<file path="src/rtl/ev20_pkg.sv">
// Shared definitions for the branch predictor: branch type codes, 2-bit counter
// states, default field widths and the saturating-counter update rule.
package ev20_pkg;

   localparam int BP_PC_W  = 11;
   localparam int BP_IDX_W = 6;
   localparam int BP_Q_DEPTH = 4;

   typedef enum logic [1:0] {
      BR_NONE = 2'b00,
      BR_JZE  = 2'b01,
      BR_JNE  = 2'b10,
      BR_JCY  = 2'b11
   } br_type_e;

   localparam logic [1:0] CNT_SNT = 2'b00;
   localparam logic [1:0] CNT_WNT = 2'b01;
   localparam logic [1:0] CNT_WT  = 2'b10;
   localparam logic [1:0] CNT_ST  = 2'b11;

   // Queue entry at default widths; the top re-declares it from its own parameters.
   typedef struct packed {
      logic [BP_IDX_W-1:0] idx;
      logic [1:0]          br_type;
      logic                pred;
      logic [BP_PC_W-1:0]  target;
      logic [BP_PC_W-1:0]  pc_plus1;
   } bp_entry_t;

   function automatic logic [1:0] sat_update(input logic [1:0] cnt, input logic taken);
      if (taken)
         return (cnt == CNT_ST) ? CNT_ST : cnt + 2'd1;
      else
         return (cnt == CNT_SNT) ? CNT_SNT : cnt - 2'd1;
   endfunction

endpackage

</file>
<file path="src/rtl/branch_predictor_counter_table.sv">
// Table of 2-bit saturating counters: one asynchronous read port for prediction
// and one synchronous training port. The read always sees the pre-update value.
module bp_counter_table
   import ev20_pkg::*;
#(
   parameter int         IDX_W    = BP_IDX_W,
   parameter logic [1:0] CNT_INIT = CNT_WNT
) (
   input  logic             clk,
   input  logic             rst_n,
   input  logic [IDX_W-1:0] rd_idx,
   output logic [1:0]       rd_cnt,
   input  logic             upd_en,
   input  logic [IDX_W-1:0] upd_idx,
   input  logic             upd_taken
);

   localparam int N_ENT = 2**IDX_W;

   logic [1:0] cnt [N_ENT];

   always_ff @(posedge clk or negedge rst_n) begin
      if (!rst_n) begin
         for (int i = 0; i < N_ENT; i++) cnt[i] <= CNT_INIT;
      end else if (upd_en) begin
         cnt[upd_idx] <= sat_update(cnt[upd_idx], upd_taken);
      end
   end

   assign rd_cnt = cnt[rd_idx];

endmodule

</file>
<file path="src/rtl/branch_predictor.sv">
// Conditional-branch predictor: predicts from the counter table, keeps outstanding
// predictions in order, trains on resolution and redirects fetch on a mispredict.
module branch_predictor
   import ev20_pkg::*;
#(
   parameter int         PC_W     = BP_PC_W,
   parameter int         IDX_W    = BP_IDX_W,
   parameter int         Q_DEPTH  = BP_Q_DEPTH,
   parameter logic [1:0] CNT_INIT = CNT_WNT,
   localparam int        PTR_W    = $clog2(Q_DEPTH),
   localparam int        OCC_W    = $clog2(Q_DEPTH) + 1
) (
   input  logic             clk,
   input  logic             rst_n,
   input  logic             issue_valid,
   input  logic [1:0]       issue_type,
   input  logic [PC_W-1:0]  issue_pc,
   input  logic [PC_W-1:0]  issue_target,
   output logic             issue_ready,
   output logic             pred_taken,
   output logic             last_pred,
   output logic [1:0]       pred_type,
   input  logic             resolve_valid,
   input  logic             resolve_taken,
   input  logic             resolve_mispred,
   output logic             redirect,
   output logic [PC_W-1:0]  redirect_pc,
   output logic [OCC_W-1:0] occupancy
);

   typedef struct packed {
      logic [IDX_W-1:0] idx;
      logic [1:0]       br_type;
      logic             pred;
      logic [PC_W-1:0]  target;
      logic [PC_W-1:0]  pc_plus1;
   } entry_t;

   entry_t           q [Q_DEPTH];
   logic [PTR_W-1:0] head_ptr;
   logic [PTR_W-1:0] tail_ptr;
   logic [OCC_W-1:0] occ;

   entry_t           head_entry;
   entry_t           new_entry;
   logic [1:0]       rd_cnt;
   logic             q_empty;
   logic             resolve_fire;
   logic             mispred_fire;
   logic             pop;
   logic             push;

   bp_counter_table #(
      .IDX_W    (IDX_W),
      .CNT_INIT (CNT_INIT)
   ) u_counter_table (
      .clk       (clk),
      .rst_n     (rst_n),
      .rd_idx    (issue_pc[IDX_W-1:0]),
      .rd_cnt    (rd_cnt),
      .upd_en    (resolve_fire),
      .upd_idx   (head_entry.idx),
      .upd_taken (resolve_taken)
   );

   assign q_empty      = (occ == '0);
   assign head_entry   = q[head_ptr];
   assign resolve_fire = resolve_valid & ~q_empty;
   assign mispred_fire = resolve_fire & resolve_mispred;
   assign pop          = resolve_fire & ~resolve_mispred;

   // A correct resolve frees the head slot in the same cycle, so a full queue can still accept.
   assign issue_ready  = (occ < OCC_W'(Q_DEPTH)) | pop;
   assign push         = issue_valid & issue_ready & (issue_type != BR_NONE) & ~mispred_fire;

   assign pred_taken   = rd_cnt[1];

   always_comb begin
      new_entry          = '0;
      new_entry.idx      = issue_pc[IDX_W-1:0];
      new_entry.br_type  = issue_type;
      new_entry.pred     = rd_cnt[1];
      new_entry.target   = issue_target;
      new_entry.pc_plus1 = issue_pc + PC_W'(1);
   end

   always_ff @(posedge clk or negedge rst_n) begin
      if (!rst_n) begin
         head_ptr    <= '0;
         tail_ptr    <= '0;
         occ         <= '0;
         redirect    <= 1'b0;
         redirect_pc <= '0;
         for (int i = 0; i < Q_DEPTH; i++) q[i] <= '0;
      end else begin
         redirect <= mispred_fire;
         if (mispred_fire) begin
            // Everything behind the head was fetched down the wrong path.
            redirect_pc <= resolve_taken ? head_entry.target : head_entry.pc_plus1;
            head_ptr    <= '0;
            tail_ptr    <= '0;
            occ         <= '0;
         end else begin
            if (push) begin
               q[tail_ptr] <= new_entry;
               tail_ptr    <= tail_ptr + PTR_W'(1);
            end
            if (pop) head_ptr <= head_ptr + PTR_W'(1);
            case ({push, pop})
               2'b10:   occ <= occ + OCC_W'(1);
               2'b01:   occ <= occ - OCC_W'(1);
               default: occ <= occ;
            endcase
         end
      end
   end

   assign last_pred = q_empty ? 1'b0  : head_entry.pred;
   assign pred_type = q_empty ? 2'b00 : head_entry.br_type;
   assign occupancy = occ;

endmodule

</file>
<file path="config.mk">
export PLATFORM = sky130hd
export DESIGN_NAME = branch_predictor
export DESIGN_NICKNAME = d
export VERILOG_FILES = /design/src/rtl/ev20_pkg.sv /design/src/rtl/branch_predictor_counter_table.sv /design/src/rtl/branch_predictor.sv
export SDC_FILE = /design/constraint.sdc
export NUM_CORES = 1
export LEC_CHECK = 0
export BUFFER_PORTS_ARGS = -buffer_cell sky130_fd_sc_hd__clkbuf_2
export CAP_MARGIN = 20
export CORE_MARGIN = 10
export CORE_UTILIZATION = 35
export DETAILED_ROUTE_END_ITERATION = 7
export SLEW_MARGIN = 10
export SYNTH_ARGS = -nofsm -noshare
export SYNTH_HDL_FRONTEND = slang
export SYNTH_HIERARCHICAL = 1
export SYNTH_SLANG_ARGS = --single-unit
</file>
<file path="constraint.sdc">
create_clock -name clk -period 11.8 [get_ports clk]
set_input_delay 2.36 -clock clk [delete_from_list [all_inputs] [get_ports clk]]
set_output_delay 2.36 -clock clk [all_outputs]
set_load 0.1 [all_outputs]
</file>
==> results.cfg, run 1 <==
[outcome]
outcome = complete, no violations

[layout]
n_antenna_cell = 0
area_delta_synth_final_pct = 12.9
num-nets-final = 1193
design_area_um2 = 14900
fill_cells = 3585
instances_no_fill = 1691
final_layout_size_suffix_gt1_share_pct = 30.3

[grt]
grt_overflow_total = 0
grt_pass1_vias = 9072
antenna_found_initial = 0
grtUsageTotal_pct = 13.6
grt_max_degree = 123
grt_pass1_wl_um = 51400

[min_path]
hold_end = u_counter_table/cnt[122]
min_path_cells = 2
hold_class = register to register
min-delay-start = u_counter_table/cnt[122]

[synthesis]
netlist_area_um2 = 13200
syn_avg_cell_area_um2 = 11.6
synthCells = 1135
yosysWarnings = 6
synth_fp_nets = 1171

[clock_tree]
cts_resized = 0
clk_latency_ns = 0.55
cts_setup_buffers = 0
cts_tree = yes
ctsHoldBuffers = 0
cts.path.max_buffers = 3
numCtsBuffers = 29
root_buffer = clkbuf_16
h-tree-depth = 1
clock_sinks = 271
cts.reportedPaths.clkPinSlew_ns = 0.06

[setup_path]
crit_chain = clkbuf_2 -> mux4_2 -> mux4_2 -> mux4_2 -> clkbuf_2
regToRegSetupSlack_ns = 6.94
cp_data_required_time_ns = 9.44
cp_common_cell = mux4_2
worstSetupPathType = input pin to output pin
cp-end-kind = output pin
cp_slowest_stage_delay_ns = 0.62
crit_slowest_cell = clkbuf_2
crit_arrival_ns = 5.09
critical_path.top_delay_family = multiplexers
startpoint_type = input pin
r2r-start = head_ptr[0]
path_buf_inv = 2
timing.rr.end = u_counter_table/cnt[53]
reg2reg_depth = 10
path_max_fanout = 27

[routing]
wl_um = 31500
vias = 8850
first_pass_iters = 5
remaining_drc_errors = 0
ant_nets = 0
wl_per_cell_um = 18.6
viasPerCell = 5.23
dr.first_iter.drc_count = 742

[floorplan]
start_util_pct = 35.3
die_h_um = 214
die_area_um2 = 45800
io_pins = 50
rows = 71
core_um2 = 37400
die_x_um = 214

[power_and_ir_drop]
p_int_w = 0.00276
clock_power_share_pct = 21.1
seq_power_share_pct = 35.6
ir_drop_mv = 0.136
p_comb_share_pct = 43.3
p_switching_w = 0.00192
sw_frac_of_total_pct = 41.0
total_power_w = 0.00467
p_leak_nw = 5.91
power_density_nw_per_um2 = 314

[sta]
relSlewSlack_pct = 24.1
holdWs_ns = 0.459
finalSetupTns_ns = 0
setup_violations = 0
finalHoldViolCount = 0
period_minus_slack_ns = 7.45
worstMarginPinSlew_ns = 1.13
rsz0062_at_grt = no
drv_slew = 0
max_freq_mhz = 134
final.period_utilization_pct = 63.2
clock_skew_ns = 0.0144

[place]
io_buffers = 49
dp_cells = 1635
placed_cell_area_um2 = 13800
dpl.hpwl_um = 20100
gp_congestion = 0.826

[flow_run]
cap_violations = 0
[how the worst max path moves through the flow]
stage	cells past startpoint	start	slack (ns)	to
floorplan	5	issue_pc[0]	4.86	pred_taken
global placement	5	issue_pc[0]	4.38	pred_taken
detailed placement	5	issue_pc[0]	4.32	pred_taken
CTS	5	issue_pc[0]	4.31	pred_taken
global route	5	issue_pc[0]	4.21	pred_taken
finish	5	issue_pc[0]	4.35	pred_taken
[area by class of cell]
class	count	area (µm²)	area share, %
Timing Repair Buffer	67	400	2.69
Multi-Input combinational cell	770	5870	39.4
Clock buffer	34	795	5.34
Clock inverter	20	253	1.70
Inverter	18	67.6	0.454
Tap cell	511	639	4.30
Sequential cell	271	6860	46.1
[sequential cells by signal (all words and copies together) (netlist names)]
signal               flops
redirect_pc             11
tail_ptr                 2
head_ptr                 2
occupancy                3
u_counter_table/cnt    128
redirect                 1
q                      124
[metrics by stage]
| step | utilization [%] | setup slack (ns) |
|---|---|---|
| final | 39.8 | 4.35 |
| after global routing | 39.8 | 4.21 |
| after CTS | 39.7 | 4.31 |
| after detailed placement | 36.9 | 4.32 |
| after global placement | 36.9 | 4.38 |
| after floorplan | - | 4.86 |
[layout by cell type (no fill, tap or decap), drive strengths merged, types with 7 or more instances in the layout]
| cell | instances |
|---|---|
| nand2 | 206 |
| nand3 | 9 |
| mux4 | 70 |
| clkinv | 10 |
| o21ai | 137 |
| inv | 19 |
| clkbuf | 82 |
| buf | 19 |
| nor2b | 8 |
| xnor2 | 11 |
| dfstp | 64 |
| mux2 | 96 |
| and3 | 8 |
| a21oi | 57 |
| nor2 | 68 |
| nor3 | 7 |
| dfrtp | 207 |
| mux2i | 28 |
[tightest hold or removal path, cell delays in order, from the launching register on]
cell	delay, ns
dfstp_2	0.36
nand2_1	0.04
o21ai_1	0.05
[power groups by stage]
stage	sequential, W	clock (W)	combinational (W)
finish	0.00166	0.000984	0.00202
global route	0.00172	0.00105	0.00220
CTS	0.00166	0.00100	0.00204
detailed placement	0.00168	0	0.00203
global placement	0.00166	0	0.00200
floorplan	0.00175	0	0.00149
[layer usage]
| metal | track usage (%) | routed length (µm) | part of all wire, % |
|---|---|---|---|
| met1 | 18.5 | 14400 | 46 |
| met2 | 22.6 | 15100 | 48 |
| met3 | 2.02 | 1550 | 4.9 |
| met4 | 2.69 | 496 | 1.6 |
| met5 | 0 | 0 | 0 |
(Power assumes the default switching activity.)
==> inputs of run 2 (changes only) <==
- ABC_AREA: default -> 1
- clock period: 11.8 -> 7.25 ns (I/O delays scaled with it)
==> run 2 against run 1 <==
Compared with the run above:
- count of clock-buffer cells in the layout is 8 higher
- first-iteration DRC count is 73% higher
- highest routed layer unchanged
- largest cell class unchanged
- global-route usage is 3.2 points higher
- cell count is 55% higher
- area after synthesis is 11% higher
- routed wire length is 35% higher
- synthesized cell count is 84% higher
- largest power group unchanged
==> results.cfg, run 2 <==
[layout]
design_area_um2 = 16200
instances_no_fill = 2620
final_layout_size_suffix_gt1_share_pct = 9.77
fill_cells = 4295
area_delta_synth_final_pct = 10.6
multi_input_area_um2 = 6480
num-nets-final = 2099
largest-register = u_counter_table/cnt
top_regs = u_counter_table/cnt x128, q x124, redirect_pc x11
layout_common_cells = 984 x nand2_1, 205 x dfrtp_1, 175 x inv_1, 140 x nor2_1, 121 x o21ai_0
largest_reg_flops = 128
final_common_cell = nand2_1
seqCellArea_um2 = 6860
n_antenna_cell = 0

[grt]
grt_max_degree = 153
grtUsageTotal_pct = 16.8
grt_pass1_wl_um = 69000
grt_overflow_total = 0
antenna_found_initial = 0
grt_pass1_vias = 12600

[sta]
relSlewSlack_pct = 33.9
final.period_utilization_pct = 77.5
max_freq_mhz = 178
setup_violations = 0
rsz0062_at_grt = no
period_minus_slack_ns = 5.62
worstMarginPinSlew_ns = 0.991
finalSetupTns_ns = 0
finalHoldViolCount = 0
drv_slew = 0
clock_skew_ns = 0.0161

[floorplan]
die_area_um2 = 50300
die_h_um = 224
die_x_um = 224
rows = 74
start_util_pct = 35.6
io_pins = 50
core_um2 = 41000

[power_and_ir_drop]
power_density_nw_per_um2 = 517
sw_frac_of_total_pct = 50.4
clock_power_share_pct = 20.2
p_int_w = 0.00414
p_comb_share_pct = 48.7
seq_power_share_pct = 31.1
ir_drop_mv = 0.535
p_switching_w = 0.00422
p_leak_nw = 8.11

[clock_tree]
clk_latency_ns = 0.59
ctsHoldBuffers = 0
clock_sinks = 271
cts_setup_buffers = 0
h-tree-depth = 1
cts.path.max_buffers = 3
root_buffer = clkbuf_16
cts.reportedPaths.clkPinSlew_ns = 0.05
cts_resized = 0
cts_tree = yes
numCtsBuffers = 31

[setup_path]
worstSetupPathType = input pin to output pin
path_max_fanout = 47
cp-end-kind = output pin
crit_chain = clkbuf_2 -> inv_1 -> o21ai_0 -> o221ai_1 -> o211ai_1 -> nand3_1 -> nand3_1 -> nand2_1 -> clkbuf_2
crit_arrival_ns = 4.17
startpoint_type = input pin
critical_path.top_delay_family = buffers and inverters
cp_data_required_time_ns = 5.80
path_buf_inv = 3
cp_slowest_stage_delay_ns = 0.63
crit_slowest_cell = clkbuf_2

[routing]
first_pass_iters = 6
wl_per_cell_um = 16.3
wl_um = 42600
vias = 13200
remaining_drc_errors = 0
viasPerCell = 5.05
ant_nets = 0
dr.first_iter.drc_count = 1282

[place]
placed_cell_area_um2 = 15100
io_buffers = 49
gp_congestion = 0.854
dpl.hpwl_um = 25900
dp_cells = 2562

[min_path]
hold_class = register to register

[outcome]
outcome = complete, no violations

[synthesis]
yosysWarnings = 6
synth_fp_nets = 2120
syn_avg_cell_area_um2 = 7.01
netlist_area_um2 = 14600
synthCells = 2084

[flow_run]
cap_violations = 0
run 2: worst reg2reg max path: stages, from the launching register on:
cell and delay (ns):
dfrtp_2 0.47, buf_4 0.51, inv_1 0.34, o21ai_0 0.23, o22ai_4 0.12, inv_2 0.65
buf_4 0.45, nand2_1 0.09, nand3_1 0.09, nand4_1 0.15, nand2_1 0.10, nand2_1 0.05
nor2_1 0.16, nand2_1 0.10, nand2_2 0.12, nand2_4 0.49, nand3_1 0.28, nand2_1 0.06
run 2: final timing paths:
kind / from / endpoint / slack, ns / cells after the start
worst min register to register: u_counter_table/cnt[30] / u_counter_table/cnt[30] / 0.47 / 2
max in group asynchronous: rst_n / q[28] / 4.93 / 2
min in group asynchronous: rst_n / occupancy[0] / 0.88 / 1
worst min-delay path: u_counter_table/cnt[30] / u_counter_table/cnt[30] / 0.47 / 2
worst max register to register: head_ptr[1] / u_counter_table/cnt[85] / 2.63 / 17
worst max-delay path: issue_pc[0] / pred_taken / 1.63 / 9
run 2: metal layers:
layer	share of wire [%]	wire, µm	vias to the layer above	GRT usage (%)
met1	45	19300	6311	22.6
met2	46	19400	417	27.4
met4	2.9	1240	0	5.40
met5	0	0	-	0
li1	-	-	6423	-
met3	6.2	2630	92	2.25
run 2: power groups by stage:
stage                     registers, W  logic (W)  clock network, W
after floorplan                0.00273    0.00293                 0
after global placement         0.00260    0.00399                 0
after detailed placement       0.00261    0.00403                 0
after CTS                      0.00259    0.00405           0.00173
after global routing           0.00267    0.00449           0.00179
final                          0.00260    0.00407           0.00169
run 2: per-stage QoR:
| stage | hold WS [ns] | util (%) | power, W | worst slack [ns] |
|---|---|---|---|---|
| after detailed placement | 0.453 | 36.7 | 0.00664 | 1.68 |
| after global routing | 0.478 | 39.4 | 0.00895 | 1.33 |
| after floorplan | 0.437 | - | 0.00566 | 2.58 |
| final | 0.465 | 39.4 | 0.00836 | 1.63 |
| after global placement | 0.448 | 36.7 | 0.00659 | 1.81 |
| after CTS | 0.467 | 39.4 | 0.00837 | 1.67 |
run 2: cell type report:
class | instances | area share (%)
Sequential cell | 271 | 42.5
Multi-Input combinational cell | 1516 | 40.1
Clock buffer | 42 | 5.43
Inverter | 182 | 4.23
Tap cell | 532 | 4.12
Timing Repair Buffer | 61 | 2.22
Clock inverter | 16 | 1.38
